$ cat src/rtl/program_loader_pkg.sv
// Shared types and constants for the boot-time program loader.
// Optional checksum support is selected with PROGRAM_LOADER_CHECKSUM_EN.
package loader_pkg;

  localparam int LEN_BYTES      = 2;
  localparam int BYTES_PER_WORD = 4;
  localparam int COUNT_W        = 8 * LEN_BYTES;

  typedef enum logic [2:0] {
    LEN_LO,
    LEN_HI,
    LOAD,
`ifdef PROGRAM_LOADER_CHECKSUM_EN
    CSUM,
`endif
    DONE,
    ERROR
  } loader_state_t;

endpackage

$ cat src/rtl/program_loader_if.sv
// Byte-stream input and instruction-memory write port of the program loader.
// The slave side is the loader; the master side is the byte source / memory.
interface program_loader_if;

  logic [7:0]  rx_data;
  logic        rx_valid;
  logic        rx_ready;
  logic        imem_we;
  logic [31:0] imem_addr;
  logic [31:0] imem_wdata;

  modport master (
    output rx_data,
    output rx_valid,
    input  rx_ready,
    input  imem_we,
    input  imem_addr,
    input  imem_wdata
  );

  modport slave (
    input  rx_data,
    input  rx_valid,
    output rx_ready,
    output imem_we,
    output imem_addr,
    output imem_wdata
  );

endinterface

$ cat src/rtl/program_loader_word_assembler.sv
// Packs accepted payload bytes little-endian into 32-bit words and emits a
// registered one-cycle word_valid pulse with the finished word.
module Word_Assembler
  import loader_pkg::*;
(
  input  logic        clk,
  input  logic        reset,
  input  logic [7:0]  byte_data,
  input  logic        byte_accept,
  output logic        last_byte,
  output logic        word_valid,
  output logic [31:0] word
);

  logic [1:0]  byte_cnt;
  logic [31:0] shift_q;

  assign last_byte = (byte_cnt == 2'(BYTES_PER_WORD - 1));

  // Shift bytes in from the top so the first byte ends up in bits [7:0].
  always_ff @(posedge clk) begin
    if (reset) begin
      byte_cnt   <= 2'd0;
      shift_q    <= 32'd0;
      word       <= 32'd0;
      word_valid <= 1'b0;
    end else begin
      word_valid <= 1'b0;
      if (byte_accept) begin
        shift_q  <= {byte_data, shift_q[31:8]};
        byte_cnt <= byte_cnt + 2'd1;
        if (last_byte) begin
          word       <= {byte_data, shift_q[31:8]};
          word_valid <= 1'b1;
        end
      end
    end
  end

endmodule

$ cat src/rtl/program_loader.sv
// Boot-time program loader: fills instruction memory from a framed byte
// stream and holds the core in reset until the image is loaded.
// Define PROGRAM_LOADER_CHECKSUM_EN to require a trailing XOR checksum byte.
module program_loader
  import loader_pkg::*;
#(
  parameter int IMEM_DEPTH_WORDS = 256
) (
  input  logic             clk,
  input  logic             reset,
  program_loader_if.slave  bus,
  output logic             core_resetn,
  output logic             done,
  output logic             error
);

  localparam logic [COUNT_W-1:0] DEPTH_C = COUNT_W'(IMEM_DEPTH_WORDS);

  loader_state_t      state_q;
  loader_state_t      next_state;
  logic [COUNT_W-1:0] word_count;
  logic [COUNT_W-1:0] word_idx;
  logic [COUNT_W-1:0] count_now;
  logic               ready_dec;
  logic               accept;
  logic               load_accept;
  logic               last_byte;
  logic               last_word;
`ifdef PROGRAM_LOADER_CHECKSUM_EN
  logic [7:0]         csum_q;
`endif

  // Never ready while reset is asserted, regardless of the stale state.
  assign bus.rx_ready = ready_dec & ~reset;
  assign accept       = bus.rx_valid & bus.rx_ready;
  assign load_accept  = accept & (state_q == LOAD);
  assign last_word    = (word_idx == word_count - COUNT_W'(1));

  Word_Assembler u_word_assembler (
    .clk         (clk),
    .reset       (reset),
    .byte_data   (bus.rx_data),
    .byte_accept (load_accept),
    .last_byte   (last_byte),
    .word_valid  (bus.imem_we),
    .word        (bus.imem_wdata)
  );

  // State register.
  always_ff @(posedge clk) begin
    if (reset) state_q <= LEN_LO;
    else       state_q <= next_state;
  end

  // Next-state decode and the ready flag for the byte source.
  always_comb begin
    next_state = state_q;
    ready_dec  = 1'b0;
    count_now  = {bus.rx_data, word_count[7:0]};
    case (state_q)
      LEN_LO: begin
        ready_dec = 1'b1;
        if (accept) next_state = LEN_HI;
      end
      LEN_HI: begin
        ready_dec = 1'b1;
        if (accept) begin
          if (count_now == '0 || count_now > DEPTH_C) next_state = ERROR;
          else                                        next_state = LOAD;
        end
      end
      LOAD: begin
        ready_dec = 1'b1;
        if (accept && last_byte && last_word) begin
`ifdef PROGRAM_LOADER_CHECKSUM_EN
          next_state = CSUM;
`else
          next_state = DONE;
`endif
        end
      end
`ifdef PROGRAM_LOADER_CHECKSUM_EN
      CSUM: begin
        ready_dec = 1'b1;
        if (accept) next_state = (bus.rx_data == csum_q) ? DONE : ERROR;
      end
`endif
      default: begin
        ready_dec  = 1'b0;
        next_state = state_q;
      end
    endcase
  end

  // Count capture, address counter, checksum and registered status outputs.
  always_ff @(posedge clk) begin
    if (reset) begin
      word_count    <= '0;
      word_idx      <= '0;
      bus.imem_addr <= 32'd0;
      core_resetn   <= 1'b0;
      done          <= 1'b0;
      error         <= 1'b0;
`ifdef PROGRAM_LOADER_CHECKSUM_EN
      csum_q        <= 8'd0;
`endif
    end else begin
      if (accept && state_q == LEN_LO) word_count[7:0] <= bus.rx_data;
      if (accept && state_q == LEN_HI) begin
        word_count[COUNT_W-1:8] <= bus.rx_data;
        word_idx                <= '0;
`ifdef PROGRAM_LOADER_CHECKSUM_EN
        csum_q                  <= 8'd0;
`endif
      end
      if (load_accept && last_byte) begin
        bus.imem_addr <= {{(30 - COUNT_W){1'b0}}, word_idx, 2'b00};
        word_idx      <= word_idx + COUNT_W'(1);
      end
`ifdef PROGRAM_LOADER_CHECKSUM_EN
      if (load_accept) csum_q <= csum_q ^ bus.rx_data;
`endif
      done        <= (next_state == DONE);
      core_resetn <= (next_state == DONE);
      error       <= (next_state == ERROR);
    end
  end

endmodule

$ cat src/flat_wrapper.sv
// flat-port wrapper written by rule: the top's interface ports become plain ports
module program_loader_flat import loader_pkg::*;
#(
  parameter int IMEM_DEPTH_WORDS = 256
)
  (clk, reset, core_resetn, done, error, bus_rx_data, bus_rx_valid, bus_rx_ready, bus_imem_we, bus_imem_addr, bus_imem_wdata);
  program_loader_if bus_i ();
  input  logic clk;
  input  logic reset;
  output logic core_resetn;
  output logic done;
  output logic error;
  input wire logic [$bits(bus_i.rx_data)-1:0] bus_rx_data;
  input wire logic [$bits(bus_i.rx_valid)-1:0] bus_rx_valid;
  output wire logic [$bits(bus_i.rx_ready)-1:0] bus_rx_ready;
  output wire logic [$bits(bus_i.imem_we)-1:0] bus_imem_we;
  output wire logic [$bits(bus_i.imem_addr)-1:0] bus_imem_addr;
  output wire logic [$bits(bus_i.imem_wdata)-1:0] bus_imem_wdata;
  assign bus_i.rx_data = bus_rx_data;
  assign bus_i.rx_valid = bus_rx_valid;
  assign bus_rx_ready = bus_i.rx_ready;
  assign bus_imem_we = bus_i.imem_we;
  assign bus_imem_addr = bus_i.imem_addr;
  assign bus_imem_wdata = bus_i.imem_wdata;
  program_loader #(.IMEM_DEPTH_WORDS(IMEM_DEPTH_WORDS)) u_core (.clk(clk), .reset(reset), .bus(bus_i), .core_resetn(core_resetn), .done(done), .error(error));
endmodule
$ cat config.mk
export PLATFORM = sky130hd
export DESIGN_NAME = program_loader_flat
export DESIGN_NICKNAME = d
export VERILOG_FILES = /design/src/rtl/program_loader_pkg.sv /design/src/rtl/program_loader_if.sv /design/src/rtl/program_loader_word_assembler.sv /design/src/rtl/program_loader.sv /design/src/flat_wrapper.sv
export SDC_FILE = /design/constraint.sdc
export NUM_CORES = 1
export LEC_CHECK = 0
export BUFFER_PORTS_ARGS = -buffer_cell sky130_fd_sc_hd__buf_2
export CORE_ASPECT_RATIO = 0.7
export CORE_UTILIZATION = 25
export CTS_CLUSTER_SIZE = 16
export DETAILED_ROUTE_END_ITERATION = 10
export SETUP_SLACK_MARGIN = 0.05
export SYNTH_ARGS = -nofsm -noshare
export SYNTH_HDL_FRONTEND = slang
export SYNTH_SLANG_ARGS = --single-unit
$ cat constraint.sdc
create_clock -name clk -period 2.9 [get_ports clk]
set_input_delay 0.58 -clock clk [delete_from_list [all_inputs] [get_ports clk]]
set_output_delay 0.58 -clock clk [all_outputs]
set_load 0.05 [all_outputs]
# Yosys cells after proc, flatten, opt, wreduce, memory -nomap -nowiden
# Cells that the tools add are included.
# W data, S select, Z words.
[op_classes] reduce_logical=12 n_eq_ne=6 add_sub_neg=3 order_cmp=1 bitwise=5 n_mux=9
[ops] operator="$mux W16" count=2
[ops] operator="$add A16 B1 Y16 const B" count=1
[ops] operator="$eq A16 B16 Y1" count=1
[ops] operator="$gt A16 B9 Y1 const B" count=1
[ops] operator="$logic_not A16 Y1" count=1
[ops] operator="$sub A16 B1 Y16 const B" count=1
[ops] operator="$mux W3" count=4
[ops] operator="$pmux W3 S3" count=1
[ops] operator="$eq A3 B2 Y1 const B" count=2
[ops] operator="$logic_and A1 B1 Y1" count=5
[ops] operator="$and A1 B1 Y1" count=3
[ops] operator="$eq A3 B1 Y1 const B" count=1
[ops] operator="$eq A3 B3 Y1 const B" count=1
[ops] operator="$logic_not A3 Y1" count=1
[ops] operator="$reduce_or A3 Y1" count=1
[ops] operator="$add A2 B1 Y2 const B" count=1
[ops] operator="$eq A2 B2 Y1 const B" count=1
[ops] operator="$mux W1" count=2
[ops] operator="$not A1 Y1" count=2
[ops] operator="$reduce_and A2 Y1" count=1
[ops] operator="$reduce_bool A2 Y1" count=1
[ops] operator="$reduce_or A2 Y1" count=1
[ops] operator="$logic_or A1 B1 Y1" count=1
[word_totals] output_inout_bits=69 reg_bits=120 inputBits=11

# Longest topological paths before layout
[depth] depth_word=10 depth_mapped=9

# Cells and area by module
# A second synthesis with hierarchy kept.
[hier_totals] cells_unflattened=589 area_unflattened_um2=5310.1
[by_module_without_submodules] module="program_loader" cells_each=355 instances=1 seq_area_each_um2=1061.0 area_per_inst_um2=2870.3
[by_module_without_submodules] module="Word_Assembler" cells_each=234 instances=1 seq_area_each_um2=1181.1 area_per_inst_um2=2439.8

# Least setup slack after synthesis
# OpenSTA, ideal clock, no wires.
[synth_path] path_type="input-to-output" startpoint="input reset" endpoint="output bus_rx_ready" setup_slack_ns=0.201 cell_stages=3 n_path_buf=2 t_arrival_ns=2.119 cell_sequence="buf_2 clkbuf_1 a211oi_1"
[synth_between] elab_chain_len=2
[synth_rtl] element="start: declaration" line="flat_wrapper.sv:9" text="input logic reset;"
[synth_rtl] element="$not A1 Y1" line="program_loader.sv:34" text="assign bus.rx_ready = ready_dec & ~reset;"
[synth_rtl] element="$and A1 B1 Y1" line="program_loader.sv:34"
[synth_rtl] element="end: declaration" line="flat_wrapper.sv:15" text="output wire logic [$bits(bus_i.rx_ready)-1:0] bus_rx_ready;"
# No other way between the ends.

# Final worst setup path
[layout_path] startpoint="register u_core.word_count[0]" endpoint="register u_core.state_q[0]"
[layout_between] elab_chain_len=5
[layout_rtl] element="start: declaration" line="program_loader.sv:21" text="logic [COUNT_W-1:0] word_count;"
[layout_rtl] element="start signal: assignment" line="program_loader.sv:108" text="if (accept && state_q == LEN_LO) word_count[7:0] <= bus.rx_data;"
[layout_rtl] element="start signal: indexed assignment" line="program_loader.sv:110" text="word_count[COUNT_W-1:8] <= bus.rx_data;"
[layout_rtl] element="$sub A16 B1 Y16" line="program_loader.sv:37" text="assign last_word = (word_idx == word_count - COUNT_W'(1));"
[layout_rtl] element="$eq A16 B16 Y1" line="program_loader.sv:37"
[layout_rtl] element="$logic_and A1 B1 Y1" line="program_loader.sv:74" text="if (accept && last_byte && last_word) begin"
[layout_rtl] element="$mux W3" line="program_loader.sv:74"
[layout_rtl] element="$pmux W3 S3" line="program_loader.sv:60" text="case (state_q)"
[layout_rtl] element="end signal: assignment" line="program_loader.sv:52" text="else state_q <= next_state;"
[layout_rtl] element="end: declaration" line="program_loader.sv:19" text="loader_state_t state_q;"
# No other way between the ends.
# A chain may end at the register's enable or synchronous reset.

==> impl_metrics.ini <==
[cells_and_area]
nets = 675
drive_gt1_share_pct = 15.3
area_growth_pct = 16.2
fin_util_pct = 29.6
final_cell_mix = 187 x nand2_1, 112 x dfxtp_1, 102 x a21oi_1
diodes = 0
layout_commonest_cell = nand2_1

[logic_synthesis]
ys.flop_type = dfxtp_1
syn_avg_cell_area_um2 = 7.78
synth_edf_count = 0
yosysWarnings = 0
syn-cell-area_um2 = 4810
synth_seq_area_share_pct = 46.7
synth_cells = 618
synth_seq_cells = 112
synth_cell_types = 51
async_flop_share_pct = 0

[global_routing]
globalRouteOverflowTotal = 0
grt_pass1_vias = 3881
grt_max_degree = 76
antenna_found_initial = 0
grt_pass1_wl_um = 20700
track_usage_pct = 13.0

[route]
finalWirelength_um = 12500
vias = 4208
ant_nets = 0
drt_iter0_drc = 374
drc_errors = 0
vias_per_cell = 4.63
dr.pass1.iters = 5
wl_per_cell_um = 13.8

[clocking]
cts_hold_buf = 0
clkTransAtPathRegs_ps = 80
post_cts_buffers = 0
clk_latency_ps = 350
cts_tree = yes
clk_path_buf_depth = 2
clkSinkCount = 112
htreeDepth = 3
cts-root-buf = clkbuf_16
cts_buffers = 9

[timing]
skew_ps = 13.1
fin_tns_setup_ps = 0
fin_crit_sh_pct = 90.7
fmax_ghz = 0.380
rsz0062_at_grt = false
slew_headroom_pct = 42.7
finalCriticalPeriod_ps = 2630
hold_viol = 0
setup_viol = 0
timing.hold.ws_ps = 452
drv_slew = 0
worstMarginPinSlew_ps = 858

[setup_path]
cp_max_fo = 6
r2r-end = u_core.state_q[0]
reg2reg_depth = 8
reg2reg_from = u_core.word_count[0]
end_kind = register
cp.arrival_ps = 2890
r2r_slack_ps = 270
startpoint_type = register
critical_path_class = reg2reg
required_ps = 3160

[floorplan]
die_h_um = 118
die-area_um2 = 19800
ios = 80
chipWidth_um = 168
fp.coreArea_um2 = 18900
start_util_pct = 25.5
rows = 42

[pwr]
switching_share_pct = 25.4
vdd_drop_max_mv = 0.252
p_comb_share_pct = 8.0
leakage_nw = 2.00
switching_power_uw = 760
power.density_nw_per_um2 = 537
internal-power_mw = 2.24
clockPowerShare_pct = 39.9
power_frac_seq_pct = 52.1

[run_status]
outcome = finished clean

[place]
place.gp.congestion = 0.835
portBuffers = 63
dp_hpwl_um = 8870

[worst_hold_path]
hold_class = reg2reg
min_from = u_core.bus.imem_addr[8]
min_path_cells = 2
hold_end = u_core.bus.imem_addr[8]

[run]
maxCapViolCount = 0
## registers in the layout (all words and copies together) (netlist names)
register,flops
u_core.u_word_assembler.shift_q,24
u_core.word_idx,16
u_core.word_count,16
u_core.error,1
u_core.state_q,3
u_core.u_word_assembler.word_valid,1
u_core.u_word_assembler.byte_cnt,2
u_core.core_resetn,1
u_core.u_word_assembler.word,32
u_core.bus.imem_addr,16
## repair_timing
item | CTS | global route
resized for setup | 0 | 1
setup endpoints to repair | 0 | 2
hold endpoints to repair | 0 | 0
## how the worst max path moves through the flow
stage / from / slack, ps / to
finish: u_core.word_count[0] / 270 / u_core.state_q[0]
floorplan: reset / 200 / bus_rx_ready
global route: u_core.word_count[0] / 100 / u_core.core_resetn
CTS: u_core.word_count[0] / 290 / u_core.core_resetn
global placement: u_core.word_count[0] / 370 / u_core.state_q[0]
detailed placement: u_core.word_count[0] / 290 / u_core.state_q[0]
## power by group through the flow
stage / clock (mW) / combinational (mW) / sequential [mW]
2_1_floorplan: 0 / 0.205 / 1.59
3_3_place_gp: 0 / 0.235 / 1.60
3_5_place_dp: 0 / 0.234 / 1.60
4_1_cts: 1.23 / 0.235 / 1.56
5_1_grt: 1.30 / 0.261 / 1.56
6_report: 1.19 / 0.239 / 1.56
## per-layer routing
metal  track usage (%)  up-vias  wire, µm
met3              3.63        5       862
met1              21.0     1951      6970
met2              16.3      114      4640
li1                  -     2138         -
met5                 0        -         0
met4              2.81        0        49
## worst max-delay path, cell delays in order (launching register included)
cell and delay (ps):
dfxtp_1 350, inv_1 70, ha_1 190, or3b_1 480, or3_1 410, a2111o_1 410, a22oi_1 190, nand4_1 190
a211oi_1 270
## layout make-up
cell class	count	area, µm²
clock buffer	11	243
timing repair buffer	80	445
multi-input combinational	451	2280
sequential	112	2240
tap	242	303
clock inverter	5	40.0
fill	2054	13300
inverter	7	26.3
## through the flow
step	power [mW]	cells	cell area, µm²	worst slack, ps
6_report	3.00	908	5580	270
3_5_place_dp	1.83	892	5290	294
3_3_place_gp	1.83	892	5290	373
2_1_floorplan	1.80	633	4860	201
5_1_grt	3.12	908	5580	97.3
4_1_cts	3.02	908	5580	286
## Yosys cell counts, types with 4 or more instances
cell	instances	share of area, %
nand2_1	187	15
dfxtp_1	112	47
a21oi_1	102	11
clkbuf_1	37	2.9
xnor2_1	20	3.6
buf_4	17	2.7
nor2_1	16	1.2
o21ai_0	16	1.7
or3_1	11	1.4
nand3_1	7	0.73
nor4_1	7	0.91
inv_1	6	0.47
nor3_1	6	0.62
a31oi_1	5	0.65
nand4_1	5	0.65
a211oi_1	4	0.62
a311oi_1	4	0.73
buf_2	4	0.42
o211ai_1	4	0.62
xor2_1	4	0.73
## logic make-up (layout without fill, tap and decap cells)
| kind of cell | Yosys count | after routing | synth area share, % |
|---|---|---|---|
| DFF | 112 | 112 | 46.7 |
| xor gates and xnor gates | 24 | 24 | 4.37 |
| muxes | 2 | 2 | 0.443 |
| adders and majority gates | 3 | 3 | 0.781 |
| AOI/OAI and AO/OA | 146 | 146 | 16.9 |
| other | 1 | 16 | 0.0780 |
| buffers and inverters | 70 | 103 | 7.24 |
| and+or+nand+nor | 260 | 260 | 23.5 |
Note: power is estimated with default switching activity, not from simulation.
